## config.mk

```make
export PLATFORM = sky130hd
export DESIGN_NAME = controlpath_mkiii
export DESIGN_NICKNAME = d
export VERILOG_FILES = /design/src/rtl/mkiii_pkg.sv /design/src/rtl/mkiii_decode.sv /design/src/rtl/controlpath_mkiii.sv
export SDC_FILE = /design/constraint.sdc
export NUM_CORES = 1
export LEC_CHECK = 0
export CAP_MARGIN = 10
export CORE_UTILIZATION = 39
export CTS_CLUSTER_DIAMETER = 200
export DETAILED_ROUTE_END_ITERATION = 7
export GPL_TIMING_DRIVEN = 0
export PLACE_DENSITY = 0.76
export RECOVER_POWER = 50
export SETUP_SLACK_MARGIN = 0.02
export SYNTH_ARGS = -nofsm -noshare
export SYNTH_HDL_FRONTEND = slang
export SYNTH_SLANG_ARGS = --single-unit
```

## constraint.sdc

```tcl
create_clock -name clk -period 1.8 [get_ports clk]
set_input_delay 0.27 -clock clk [delete_from_list [all_inputs] [get_ports clk]]
set_output_delay 0.27 -clock clk [all_outputs]
set_load 0.02 [all_outputs]
```

## src/rtl/mkiii_pkg.sv

```systemverilog
// rtl/mkiii_pkg.sv - shared types, field positions and helpers for controlpath_mkiii
//
// Purpose : instruction class and FSM state enums, machine-code field bit
//           positions and the imm10 sign-extension helper.
// Ports   : none (package)
package mkiii_pkg;

    // Instruction class lives in [31:30]; CLS_NOP is the NOP encoding.
    typedef enum logic [1:0] {
        CLS_R   = 2'b00,
        CLS_I   = 2'b01,
        CLS_LI  = 2'b10,
        CLS_NOP = 2'b11
    } cls_t;

    typedef enum logic [2:0] {
        ST_IDLE = 3'd0,
        ST_LDA  = 3'd1,
        ST_LDB  = 3'd2,
        ST_WB   = 3'd3,
        ST_LIWB = 3'd4
    } state_t;

    localparam int CLS_HI = 31;
    localparam int CLS_LO = 30;
    localparam int FCN_HI = 29;
    localparam int FCN_LO = 25;
    localparam int RD_HI  = 24;
    localparam int RD_LO  = 20;
    localparam int RS1_HI = 19;
    localparam int RS1_LO = 15;
    localparam int RS2_HI = 14;
    localparam int RS2_LO = 10;
    localparam int IMM_HI = 9;
    localparam int IMM_LO = 0;

    // Widest datapath the helper supports; callers truncate to DATA_W.
    localparam int SEXT_MAX_W = 64;

    function automatic logic [SEXT_MAX_W-1:0] sext_imm10(input logic [9:0] v);
        return {{(SEXT_MAX_W-10){v[9]}}, v};
    endfunction

endpackage

```

## src/rtl/mkiii_decode.sv

```systemverilog
// rtl/mkiii_decode.sv - combinational field split, imm extension and index check
//
// Purpose : splits a 32-bit machine-code word into its fields, sign-extends
//           imm10 to DATA_W and flags whether every index the class uses is
//           below NUM_REGS.
// Ports   : instr  - machine-code word
//           cls    - instruction class
//           fcn    - ALU function field
//           rd/rs1/rs2 - register indices truncated to the register-file width
//           imm    - sign-extended immediate
//           legal  - all indices used by this class are in range
module mkiii_decode
    import mkiii_pkg::*;
#(
    parameter  int DATA_W   = 32,
    parameter  int NUM_REGS = 16,
    localparam int IDX_W    = $clog2(NUM_REGS)
) (
    input  logic [31:0]       instr,
    output cls_t              cls,
    output logic [4:0]        fcn,
    output logic [IDX_W-1:0]  rd,
    output logic [IDX_W-1:0]  rs1,
    output logic [IDX_W-1:0]  rs2,
    output logic [DATA_W-1:0] imm,
    output logic              legal
);

    localparam logic [5:0] NREGS = 6'(NUM_REGS);

    logic [4:0] rd_f;
    logic [4:0] rs1_f;
    logic [4:0] rs2_f;
    logic [9:0] imm10;
    logic       rd_ok;
    logic       rs1_ok;
    logic       rs2_ok;

    assign cls   = cls_t'(instr[CLS_HI:CLS_LO]);
    assign fcn   = instr[FCN_HI:FCN_LO];
    assign rd_f  = instr[RD_HI:RD_LO];
    assign rs1_f = instr[RS1_HI:RS1_LO];
    assign rs2_f = instr[RS2_HI:RS2_LO];
    assign imm10 = instr[IMM_HI:IMM_LO];

    assign rd_ok  = ({1'b0, rd_f}  < NREGS);
    assign rs1_ok = ({1'b0, rs1_f} < NREGS);
    assign rs2_ok = ({1'b0, rs2_f} < NREGS);

    assign rd  = rd_f[IDX_W-1:0];
    assign rs1 = rs1_f[IDX_W-1:0];
    assign rs2 = rs2_f[IDX_W-1:0];
    assign imm = DATA_W'(sext_imm10(imm10));

    // Only fields the class actually uses participate in the check.
    always_comb begin
        legal = 1'b1;
        case (cls)
            CLS_R:   legal = rd_ok && rs1_ok && rs2_ok;
            CLS_I:   legal = rd_ok && rs1_ok;
            CLS_LI:  legal = rd_ok;
            default: legal = 1'b1;
        endcase
    end

endmodule

```

## src/rtl/controlpath_mkiii.sv

```systemverilog
// rtl/controlpath_mkiii.sv - instruction sequencer driving shared-bus micro-operations
//
// Purpose : accepts machine-code words over valid/ready and steps them through
//           one bus micro-operation per cycle (register read/write, ALU operand
//           store/broadcast, immediate drive). Traps illegal register indices
//           and counts retired instructions.
// Ports   : clk, reset            - clock, asynchronous active-high reset
//           instr/instr_valid/instr_ready - instruction handshake
//           alu_function_sel, alu_store_1, alu_store_2, alu_broadcast - ALU control
//           register_index, register_read_enable, register_write_enable - register file control
//           imm, imm_EN           - immediate value and bus drive
//           illegal               - sticky illegal-index flag
//           retired               - retired-instruction counter
module controlpath_mkiii
    import mkiii_pkg::*;
#(
    parameter int DATA_W   = 32,
    parameter int NUM_REGS = 16,
    parameter int CNT_W    = 16
) (
    input  logic                        clk,
    input  logic                        reset,
    input  logic [31:0]                 instr,
    input  logic                        instr_valid,
    output logic                        instr_ready,
    output logic [4:0]                  alu_function_sel,
    output logic                        alu_store_1,
    output logic                        alu_store_2,
    output logic                        alu_broadcast,
    output logic [$clog2(NUM_REGS)-1:0] register_index,
    output logic                        register_read_enable,
    output logic                        register_write_enable,
    output logic [DATA_W-1:0]           imm,
    output logic                        imm_EN,
    output logic                        illegal,
    output logic [CNT_W-1:0]            retired
);

    localparam int IDX_W = $clog2(NUM_REGS);

    cls_t              dec_cls;
    logic [4:0]        dec_fcn;
    logic [IDX_W-1:0]  dec_rd;
    logic [IDX_W-1:0]  dec_rs1;
    logic [IDX_W-1:0]  dec_rs2;
    logic [DATA_W-1:0] dec_imm;
    logic              dec_legal;

    mkiii_decode #(
        .DATA_W   (DATA_W),
        .NUM_REGS (NUM_REGS)
    ) u_decode (
        .instr (instr),
        .cls   (dec_cls),
        .fcn   (dec_fcn),
        .rd    (dec_rd),
        .rs1   (dec_rs1),
        .rs2   (dec_rs2),
        .imm   (dec_imm),
        .legal (dec_legal)
    );

    state_t            state_q,   state_d;
    logic              is_imm_q,  is_imm_d;
    logic [4:0]        fcn_q,     fcn_d;
    logic [IDX_W-1:0]  rd_q,      rd_d;
    logic [IDX_W-1:0]  rs1_q,     rs1_d;
    logic [IDX_W-1:0]  rs2_q,     rs2_d;
    logic [DATA_W-1:0] imm_q,     imm_d;
    logic              illegal_q, illegal_d;
    logic [CNT_W-1:0]  retired_q, retired_d;
    logic              accept;

    assign illegal = illegal_q;
    assign retired = retired_q;

    always_comb begin
        state_d   = state_q;
        is_imm_d  = is_imm_q;
        fcn_d     = fcn_q;
        rd_d      = rd_q;
        rs1_d     = rs1_q;
        rs2_d     = rs2_q;
        imm_d     = imm_q;
        illegal_d = illegal_q;
        retired_d = retired_q;

        alu_function_sel      = '0;
        alu_store_1           = 1'b0;
        alu_store_2           = 1'b0;
        alu_broadcast         = 1'b0;
        register_index        = '0;
        register_read_enable  = 1'b0;
        register_write_enable = 1'b0;
        imm                   = '0;
        imm_EN                = 1'b0;

        // Ready in the final step lets the next instruction issue back-to-back.
        instr_ready = (state_q == ST_IDLE) || (state_q == ST_WB) || (state_q == ST_LIWB);
        accept      = instr_valid && instr_ready;

        case (state_q)
            ST_LDA: begin
                state_d              = ST_LDB;
                alu_function_sel     = fcn_q;
                register_index       = rs1_q;
                register_read_enable = 1'b1;
                alu_store_1          = 1'b1;
            end
            ST_LDB: begin
                state_d          = ST_WB;
                alu_function_sel = fcn_q;
                alu_store_2      = 1'b1;
                if (is_imm_q) begin
                    imm_EN = 1'b1;
                    imm    = imm_q;
                end else begin
                    register_read_enable = 1'b1;
                    register_index       = rs2_q;
                end
            end
            ST_WB: begin
                state_d               = ST_IDLE;
                alu_function_sel      = fcn_q;
                alu_broadcast         = 1'b1;
                register_index        = rd_q;
                register_write_enable = 1'b1;
                retired_d             = retired_q + CNT_W'(1);
            end
            ST_LIWB: begin
                state_d               = ST_IDLE;
                alu_function_sel      = fcn_q;
                imm_EN                = 1'b1;
                imm                   = imm_q;
                register_index        = rd_q;
                register_write_enable = 1'b1;
                retired_d             = retired_q + CNT_W'(1);
            end
            default: begin
                state_d = ST_IDLE;
            end
        endcase

        // A new instruction overrides the default return to IDLE. Illegal and
        // NOP words are consumed without touching the captured registers.
        if (accept) begin
            if (dec_cls == CLS_NOP) begin
                state_d = ST_IDLE;
            end else if (!dec_legal) begin
                illegal_d = 1'b1;
                state_d   = ST_IDLE;
            end else begin
                is_imm_d = (dec_cls == CLS_I);
                fcn_d    = dec_fcn;
                rd_d     = dec_rd;
                rs1_d    = dec_rs1;
                rs2_d    = dec_rs2;
                imm_d    = dec_imm;
                state_d  = (dec_cls == CLS_LI) ? ST_LIWB : ST_LDA;
            end
        end
    end

    always_ff @(posedge clk or posedge reset) begin
        if (reset) begin
            state_q   <= ST_IDLE;
            is_imm_q  <= 1'b0;
            fcn_q     <= '0;
            rd_q      <= '0;
            rs1_q     <= '0;
            rs2_q     <= '0;
            imm_q     <= '0;
            illegal_q <= 1'b0;
            retired_q <= '0;
        end else begin
            state_q   <= state_d;
            is_imm_q  <= is_imm_d;
            fcn_q     <= fcn_d;
            rd_q      <= rd_d;
            rs1_q     <= rs1_d;
            rs2_q     <= rs2_d;
            imm_q     <= imm_d;
            illegal_q <= illegal_d;
            retired_q <= retired_d;
        end
    end

endmodule

```

==> results.py, run 1 <==
metrics = {
    "global_routing": {
        "gr-usage-met3_pct": 4.40,
        "grt_pass1_vias": 1876,
        "grt_antenna_before_repair": 0,
        "grt_pass1_wl_mm": 9.04,
        "met2_usage_pct": 31.2,
        "grt_busiest_layer": "met2",
        "grtUsageMet1_pct": 22.2,
        "track_usage_pct": 18.0,
        "grt_max_degree": 26,
        "overflow": 0,
    },
    "clocking": {
        "path_clk_slew_ns": 0.08,
        "clock_sinks": 48,
        "clk_path_buf_depth": 2,
        "cts_buffers": 5,
        "root_buffer": "clkbuf_8",
        "htree_levels": 2,
        "clk_latency_ns": 0.30,
        "cts_tree": "done",
    },
    "setup_path": {
        "cp-start-kind": "flop",
        "slowest_stage": "dfrtp_2",
        "crit_path_max_fanout": 7,
        "crit_type": "reg -> out",
        "cpPeakStageDelay_ns": 0.47,
        "setup.worst_path.end_class": "output port",
        "cp.required_ns": 1.53,
        "cp.arrival_ns": 1.86,
        "critPathMostFrequentCell": "buf_6",
        "crit_chain": "nand3b_1, a21oi_2, clkbuf_8, buf_6, and2_4, buf_4, buf_6",
    },
    "synthesis": {
        "synth_ff_type": "dfrtp_1",
        "netlist_area_um2": 2520,
        "synthesis.nets": 238,
        "synth-seq-cells": 48,
        "yosysSeqAreaShare_pct": 47.7,
        "synth_most_common_cell": "dfrtp_1",
        "yosys_warnings": 0,
        "synth_edf_count": 0,
        "synth_top_cell_area_share_pct": 47.7,
        "synth_cells": 202,
        "async_flop_share_pct": 100,
        "synthDistinctLibCells": 42,
        "synth_area_leaders": "dfrtp_1, mux2_4, buf_4",
        "yosys-top-cells-count": "dfrtp_1, buf_4, mux2_4",
        "yosys.area.top_type": "dfrtp_1",
        "syn-mean-instance-area_um2": 12.5,
    },
    "sta": {
        "max_freq_mhz": 469,
        "rsz0062_at_grt": "yes",
        "worst_slew_pin_slew_ns": 0.930,
        "hold_viol": 0,
        "layout_min_cycle_time_ns": 2.13,
        "fin_skew_ns": 0.0107,
        "slew_headroom_pct": 37.9,
        "timing.final.crit_share_pct": 118,
        "slew_violations": 0,
        "fin_ws_ns": -0.330,
        "finalSetupViolations": 79,
    },
    "cells_and_area": {
        "final_cells": 425,
        "seqCellArea_um2": 1200,
        "syn_to_final_growth_pct": 71.9,
        "drive_above_1_share_pct": 55.4,
        "layout.filler_cells": 426,
        "antenna-diode-count": 0,
        "nets": 385,
        "fin_area_um2": 4320,
        "multi_input_area_um2": 1260,
    },
    "outcome": {
        "violations": "negative setup slack",
        "status": "finished with violations",
    },
    "power_and_ir_drop": {
        "power.internal_mw": 3.61,
        "p_switching_mw": 2.00,
        "p_seq_share_pct": 31.6,
        "power.density_nw_per_um2": 1300,
        "p_sw_share_pct": 35.7,
        "pwr-share-comb_pct": 56.7,
        "clkPwrFrac_pct": 11.7,
        "ir_worst_vdd_v": 0.000792,
        "cellLeakagePower_nw": 2.02,
    },
    "floorplan": {
        "start_util_pct": 41.5,
        "rows": 28,
        "fp.dieW_um": 82.3,
        "die_area_um2": 6780,
        "num_io_pins": 100,
        "core_area_um2": 6060,
        "die_h_um": 82.3,
    },
    "routing": {
        "ant_nets": 0,
        "vias": 2010,
        "wirelength_mm": 6.26,
        "drc": 0,
        "vias_per_cell": 4.73,
        "drtIter0Drc": 34,
        "wl_per_cell_um": 14.7,
        "drtPass1Iterations": 4,
    },
    "place": {
        "dp.cells": 377,
        "placed_area_um2": 3630,
        "dp_hpwl_mm": 3.96,
        "routabilityCongestion": 0.783,
        "io_buffers": 99,
    },
    "flow_run": {
        "max_cap_viol_count": 0,
    },
    "worst_hold_path": {
        "hold_path_class": "reg -> reg",
    },
}
logic make-up after synthesis:
family / Yosys count / share of synthesized area [%]
xor+xnor: 16 / 5.87
simple gates: 64 / 15.6
flops: 48 / 47.7
mux: 28 / 15.5
buf+inv: 29 / 9.00
compound gates: 16 / 5.82
fa+ha+maj: 1 / 0.497
sequential cells by signal, indices dropped and copies added (netlist names):
register and count:
fcn_q 5, rd_q 4, rs1_q 4, illegal 1
state_q 3, imm_q 10, is_imm_q 1, rs2_q 4
retired 16
through the flow:
stage	power (mW)	utilization (%)	setup slack [ns]	setup TNS (ns)	hold WS [ns]
after global placement	4.20	59.6	-0.617	-52.43	0.452
after global routing	5.93	71.3	-0.410	-20.12	0.498
final	5.61	71.3	-0.330	-14.37	0.467
after CTS	5.40	67.2	-0.331	-10.13	0.338
after detailed placement	4.27	59.9	-0.647	-26.44	0.465
after floorplan	3.24	-	0.0264	0	0.343
cell type report:
cell class	instances	area share, %
clock inverter	2	0.231
inverter	4	0.405
buffer	24	5.93
sequential	48	27.9
timing repair buffer	137	32.4
clock buffer	6	1.91
multi-input combinational	129	29.1
tap	75	2.17
path summary, 6_finish.rpt:
kind                               end  depth (start not counted)   startpoint  slack [ns]
min                        retired[15]                          1  retired[15]        0.47
max reg2reg                 retired[7]                          8   state_q[1]       -0.24
min reg2reg                retired[15]                          1  retired[15]        0.47
min in group asynchronous     imm_q[1]                          2        reset        0.62
max                            imm[11]                          7   state_q[2]       -0.33
max in group asynchronous   state_q[0]                          3        reset        0.21
power groups by stage:
stage	sequential, mW	clock, mW	combinational [mW]
global route	1.82	0.719	3.39
floorplan	1.74	0	1.50
CTS	1.76	0.674	2.97
detailed placement	1.76	0	2.51
global placement	1.74	0	2.46
finish	1.78	0.654	3.18
worst max-delay path: cells and delay by family (launching register included):
| kind | cells | cell delay [ns] |
|---|---|---|
| AOI/OAI and AO/OA | 1 | 0.21 |
| DFF | 1 | 0.47 |
| and+or+nand+nor | 2 | 0.39 |
| buffers and inverters | 4 | 0.49 |
repair_timing:
action,in CTS,in global routing
endpoints found under the setup margin,64,78
gates cloned,3,3
hold buffers,0,0
pin swaps,16,23
gates resized for setup,297,43
buffers inserted,19,18
routing by layer:
layer | part of all wire [%] | routed length, um
met1 | 42 | 2630
met2 | 52 | 3240
met3 | 5.6 | 353
met4 | 0.46 | 29
met5 | 0 | 0
placed cells by master, fill, tap and decap left out, types with 5 or more instances in the layout:
cell and count:
nand2_1 11, and2_4 12, nand3_2 5, mux2_2 7, buf_4 32, clkdlybuf4s50_1 50, xnor2_1 11, dfrtp_1 45
buf_6 65, mux2_4 21, nor2_1 5, clkbuf_8 7, and2_1 7
No activity file was read; power rests on OpenSTA's default activity.
==> run 2, diff against run 1 <==
--- a/config.mk
+++ b/config.mk
@@ -5,14 +5,16 @@
 export SDC_FILE = /design/constraint.sdc
 export NUM_CORES = 1
 export LEC_CHECK = 0
+export ABC_AREA = 1
 export CAP_MARGIN = 10
-export CORE_UTILIZATION = 39
+export CORE_UTILIZATION = 45
 export CTS_CLUSTER_DIAMETER = 200
 export DETAILED_ROUTE_END_ITERATION = 7
 export GPL_TIMING_DRIVEN = 0
-export PLACE_DENSITY = 0.76
+export PLACE_DENSITY = 0.78
 export RECOVER_POWER = 50
 export SETUP_SLACK_MARGIN = 0.02
 export SYNTH_ARGS = -nofsm -noshare
 export SYNTH_HDL_FRONTEND = slang
+export SYNTH_HIERARCHICAL = 1
 export SYNTH_SLANG_ARGS = --single-unit
==> run 2 against run 1 <==
Net effect: the flow still finishes with violations (negative setup slack); synthesized area up 53%; first-iteration DRC count grew 150%; maximum frequency up 10%; critical endpoint is now imm[26].
==> results.py, run 2 <==
metrics = {
    "outcome": {
        "status": "finished with violations",
        "violations": "negative setup slack",
    },
    "sta": {
        "max_freq_mhz": 517,
        "fin_ws_ns": -0.133,
        "hold_viol": 0,
        "rsz0062_at_grt": "yes",
        "slew_headroom_pct": 56.4,
        "timing.hold.ws_ns": 0.170,
        "finalSetupViolations": 41,
        "timing.final.crit_share_pct": 107,
        "fin_skew_ns": 0.00670,
        "layout_min_cycle_time_ns": 1.93,
        "finalSetupTns_ns": -3.66,
        "slew_violations": 0,
        "worst_slew_pin_slew_ns": 0.652,
    },
    "synthesis": {
        "netlist_area_um2": 3840,
        "synth_area_leaders": "dfrtp_1, nand2_1, inv_1",
        "synthesis.nets": 551,
        "synth-seq-cells": 70,
        "synthDistinctLibCells": 25,
        "synth_most_common_cell": "nand2_1",
        "synth_ff_type": "dfrtp_1",
        "yosys-top-cells-count": "nand2_1, inv_1, dfrtp_1",
        "synth_edf_count": 0,
        "synth_top_cell_area_share_pct": 45.6,
        "yosysSeqAreaShare_pct": 45.6,
        "async_flop_share_pct": 100,
        "syn-mean-instance-area_um2": 7.46,
        "yosys_warnings": 6,
        "synth_cells": 515,
        "yosys.area.top_type": "dfrtp_1",
    },
    "cells_and_area": {
        "seqCellArea_um2": 1750,
        "layout.filler_cells": 707,
        "mostFrequentLayoutCells": "nand2_1, inv_1, buf_4",
        "drive_above_1_share_pct": 31.7,
        "antenna-diode-count": 0,
        "multi_input_area_um2": 1460,
        "finalCoreUtilization_pct": 65.3,
        "largest_reg_flops": 32,
        "nets": 648,
        "final_common_cell": "nand2_1",
        "syn_to_final_growth_pct": 40.2,
        "top_register": "imm_q",
        "fin_area_um2": 5390,
        "final_cells": 721,
    },
    "clocking": {
        "cts_tree": "done",
        "htree_levels": 3,
        "clk_path_buf_depth": 2,
        "clk_latency_ns": 0.33,
        "cts_buffers": 9,
        "root_buffer": "clkbuf_8",
        "path_clk_slew_ns": 0.08,
        "clock_sinks": 70,
    },
    "global_routing": {
        "track_usage_pct": 22.0,
        "overflow": 0,
        "grt_pass1_wl_mm": 15.1,
        "grt_antenna_before_repair": 0,
        "grt_max_degree": 42,
        "grt_pass1_vias": 3321,
    },
    "setup_path": {
        "r2r-start": "state_q[0]",
        "worst-r2r-cell-count": 7,
        "cp-start-kind": "flop",
        "startpoint": "state_q[2]",
        "r2r-end": "retired[13]",
        "setup.worst_path.end_class": "output port",
        "crit_type": "reg -> out",
        "crit_path_max_fanout": 8,
        "cp.arrival_ns": 1.66,
        "cp.required_ns": 1.53,
        "setup.worst_path.end": "imm[26]",
        "rrSetupSlack_ns": 0.13,
    },
    "routing": {
        "vias": 3321,
        "wl_per_cell_um": 12.7,
        "drtIter0Drc": 84,
        "drc": 0,
        "vias_per_cell": 4.61,
        "wirelength_mm": 9.14,
        "drtPass1Iterations": 4,
        "ant_nets": 0,
    },
    "power_and_ir_drop": {
        "power_mw": 7.18,
        "power.density_nw_per_um2": 1330,
        "ir_worst_vdd_v": 0.000839,
        "cellLeakagePower_nw": 2.82,
    },
    "floorplan": {
        "die_h_um": 94.4,
        "rows": 33,
        "start_util_pct": 46.5,
        "core_area_um2": 8260,
        "die_area_um2": 8920,
        "fp.dieW_um": 94.4,
        "num_io_pins": 100,
    },
    "place": {
        "io_buffers": 72,
        "dp_hpwl_mm": 6.11,
        "place_ws_ns": -0.507,
        "dp.cells": 693,
        "placed_area_um2": 4720,
        "routabilityCongestion": 0.875,
    },
    "flow_run": {
        "max_cap_viol_count": 0,
    },
    "worst_hold_path": {
        "hold_path_class": "in -> reg",
    },
}
[run 2: changes by cell type after synthesis, moves of 20 or more]
cell	before	now
nand2_1	13	116
mux2_4	20	0
o21ai_1	0	55
nor2_1	7	57
inv_1	3	111
dfrtp_1	48	70
buf_4	22	55
[run 2: how the worst min path moves through the flow]
stage / start / endpoint / slack (ns) / cells after the start
floorplan: instr_valid / illegal / 0.43 / 1
finish: instr[27] / fcn_q[2] / 0.17 / 3
CTS: instr[23] / rd_q[3] / 0.16 / 3
detailed placement: illegal / illegal / 0.46 / 1
global placement: illegal / illegal / 0.45 / 1
global route: instr[21] / rd_q[1] / 0.16 / 3
[run 2: layer usage]
metal	track usage [%]	part of all wire, %
met2	38.5	53
met3	3.78	3.5
met4	10.6	2.6
met5	0	0
met1	26.2	41
[run 2: critical path: stages, from the launching register on]
cell     delay, ns
dfrtp_1       0.41
inv_2         0.12
nand3_4       0.10
inv_2         0.07
nand2_2       0.06
nand2_4       0.10
inv_8         0.08
buf_16        0.15
nor2_4        0.10
buf_6         0.13
[run 2: area by class of cell]
cell class | instances | area share (%)
flip-flops and latches | 70 | 32.5
multi-input cells | 264 | 27.2
repair buffers | 86 | 16.6
plain buffers | 66 | 10.1
inverters | 115 | 8.26
well taps | 105 | 2.44
clock buffers | 10 | 2.37
clock inverters | 5 | 0.511
[run 2: kinds of logic (layout without fill, tap and decap cells)]
logic type	Yosys count	in the layout	synth area share (%)
buffers and inverters	181	282	24.2
AO/OA/AOI/OAI	63	63	8.50
adder cells (fa/ha/maj)	1	1	0.325
AND/OR/NAND/NOR	194	194	20.1
flip-flops	70	70	45.6
XOR/XNOR	6	6	1.37
[run 2: where the power goes]
| group | total, mW | switching (mW) | internal, mW |
|---|---|---|---|
| combinational | 3.53 | 2.01 | 1.52 |
| clock | 1.06 | 0.578 | 0.483 |
| sequential | 2.58 | 0.406 | 2.18 |
| total | 7.18 | 2.99 | 4.18 |
[run 2: repair_timing]
item,4_1_cts,5_1_grt
gates resized for setup,339,31
pin swaps,3,3
setup buffers,10,0
endpoints found under the setup margin,48,47
gates cloned,3,0
hold buffers,0,0
==> run 3, diff against run 2 <==
--- a/config.mk
+++ b/config.mk
@@ -6,7 +6,6 @@
 export NUM_CORES = 1
 export LEC_CHECK = 0
 export ABC_AREA = 1
-export CAP_MARGIN = 10
 export CORE_UTILIZATION = 45
 export CTS_CLUSTER_DIAMETER = 200
 export DETAILED_ROUTE_END_ITERATION = 7
==> run 3 against run 2 <==
Net effect: the flow still finishes with violations (negative setup slack); worst hold slack unchanged; sequential share of layout area unchanged; critical path depth unchanged; wire length unchanged; non-clock buffer count unchanged.
==> results.py, run 3 (synthesized netlist as in run 2, its figures left out) <==
metrics = {
    "outcome": {
        "status": "finished with violations",
        "violations": "negative setup slack",
    },
    "routing": {
        "highest_layer": "met4",
        "wl_per_cell_um": 12.7,
        "met3_length_um": 324,
        "drc": 0,
        "wl_met2_mm": 4.80,
        "ant_nets": 0,
        "vias": 3321,
        "drtPass1Iterations": 4,
        "wl_met1_mm": 3.77,
        "drtIter0Drc": 84,
        "wirelength_mm": 9.14,
        "vias_per_cell": 4.61,
    },
    "sta": {
        "rsz0062_at_grt": "yes",
        "timing.final.crit_share_pct": 107,
        "finalSetupViolations": 41,
        "timing.hold.ws_ns": 0.170,
        "hold_viol": 0,
        "finalSetupTns_ns": -3.66,
        "slew_violations": 0,
        "max_freq_mhz": 517,
        "worst_slew_pin_slew_ns": 0.652,
        "fin_skew_ns": 0.00670,
        "fin_ws_ns": -0.133,
        "layout_min_cycle_time_ns": 1.93,
        "slew_headroom_pct": 56.4,
    },
    "global_routing": {
        "grt_pass1_wl_mm": 15.1,
        "grt_antenna_before_repair": 0,
        "track_usage_pct": 22.0,
        "grt_pass1_vias": 3321,
        "grt_max_degree": 42,
        "overflow": 0,
    },
    "setup_path": {
        "cp.required_ns": 1.53,
        "cp-start-kind": "flop",
        "cp.arrival_ns": 1.66,
        "crit_path_max_fanout": 8,
        "setup.worst_path.end_class": "output port",
        "crit_type": "reg -> out",
    },
    "clocking": {
        "root_buffer": "clkbuf_8",
        "clk_latency_ns": 0.33,
        "cts_tree": "done",
        "path_clk_slew_ns": 0.08,
        "htree_levels": 3,
        "clock_sinks": 70,
        "clk_path_buf_depth": 2,
        "cts_hold_buf": 0,
        "cts_buffers": 9,
    },
    "cells_and_area": {
        "syn_to_final_growth_pct": 40.2,
        "largest_reg_flops": 32,
        "finalCoreUtilization_pct": 65.3,
        "final_cells": 721,
        "top_register": "imm_q",
        "drive_above_1_share_pct": 31.7,
        "mostFrequentLayoutCells": "nand2_1, inv_1, buf_4",
        "antenna-diode-count": 0,
        "nets": 648,
        "final_common_cell": "nand2_1",
    },
    "floorplan": {
        "fp.dieW_um": 94.4,
        "rows": 33,
        "start_util_pct": 46.5,
        "num_io_pins": 100,
        "die_h_um": 94.4,
        "core_area_um2": 8260,
        "die_area_um2": 8920,
    },
    "place": {
        "io_buffers": 72,
        "dp_hpwl_mm": 6.11,
        "routabilityCongestion": 0.875,
        "dp.cells": 693,
        "place_ws_ns": -0.507,
    },
    "power_and_ir_drop": {
        "power.density_nw_per_um2": 1330,
        "ir_worst_vdd_v": 0.000839,
        "cellLeakagePower_nw": 2.82,
    },
    "flow_run": {
        "max_cap_viol_count": 0,
    },
    "worst_hold_path": {
        "hold_path_class": "in -> reg",
    },
}
## run 3: worst paths after layout
| check | startpoint | to | slack, ns | cells after the start |
|---|---|---|---|---|
| min | instr[27] | fcn_q[2] | 0.17 | 3 |
| min in group asynchronous | reset | imm_q[8] | 0.50 | 2 |
| max reg2reg | state_q[0] | retired[13] | 0.13 | 7 |
| min reg2reg | illegal | illegal | 0.47 | 1 |
| max in group asynchronous | reset | rd_q[2] | 0.29 | 3 |
| max | state_q[2] | imm[26] | -0.13 | 9 |
## run 3: routing by layer
| layer | track usage [%] | vias up |
|---|---|---|
| li1 | - | 1665 |
| met1 | 26.2 | 1550 |
| met2 | 38.5 | 83 |
| met3 | 3.78 | 23 |
| met4 | 10.6 | 0 |
| met5 | 0 | - |
## run 3: final cells by class
type                    count  area (um^2)
fillers                   707         2870
clock inverters             5         27.5
multi-input cells         264         1460
inverters                 115          445
repair buffers             86          896
plain buffers              66          544
clock buffers              10          128
flip-flops and latches     70         1750
well taps                 105          131
## run 3: critical path: stages, from the launching register on
cell and delay (ns):
dfrtp_1 0.41, inv_2 0.12, nand3_4 0.10, inv_2 0.07, nand2_2 0.06, nand2_4 0.10, inv_8 0.08, buf_16 0.15
nor2_4 0.10, buf_6 0.13
## run 3: what timing repair did
item,CTS,global route
pin swaps,3,3
endpoints found under the setup margin,48,47
buffers inserted,10,0
resized for setup,339,31
gates cloned,3,0
## run 3: per-stage QoR
step / total power [mW] / area [um^2]
after global placement: 5.18 / 4700
after floorplan: 4.22 / 3850
after CTS: 7.00 / 5300
after global routing: 7.65 / 5390
after detailed placement: 5.30 / 4720
final: 7.18 / 5390
## run 3: power by group
group / internal (mW) / leakage [nW] / switching [mW]
clock network: 0.483 / 0.0817 / 0.578
registers: 2.18 / 0.885 / 0.406
logic: 1.52 / 1.86 / 2.01
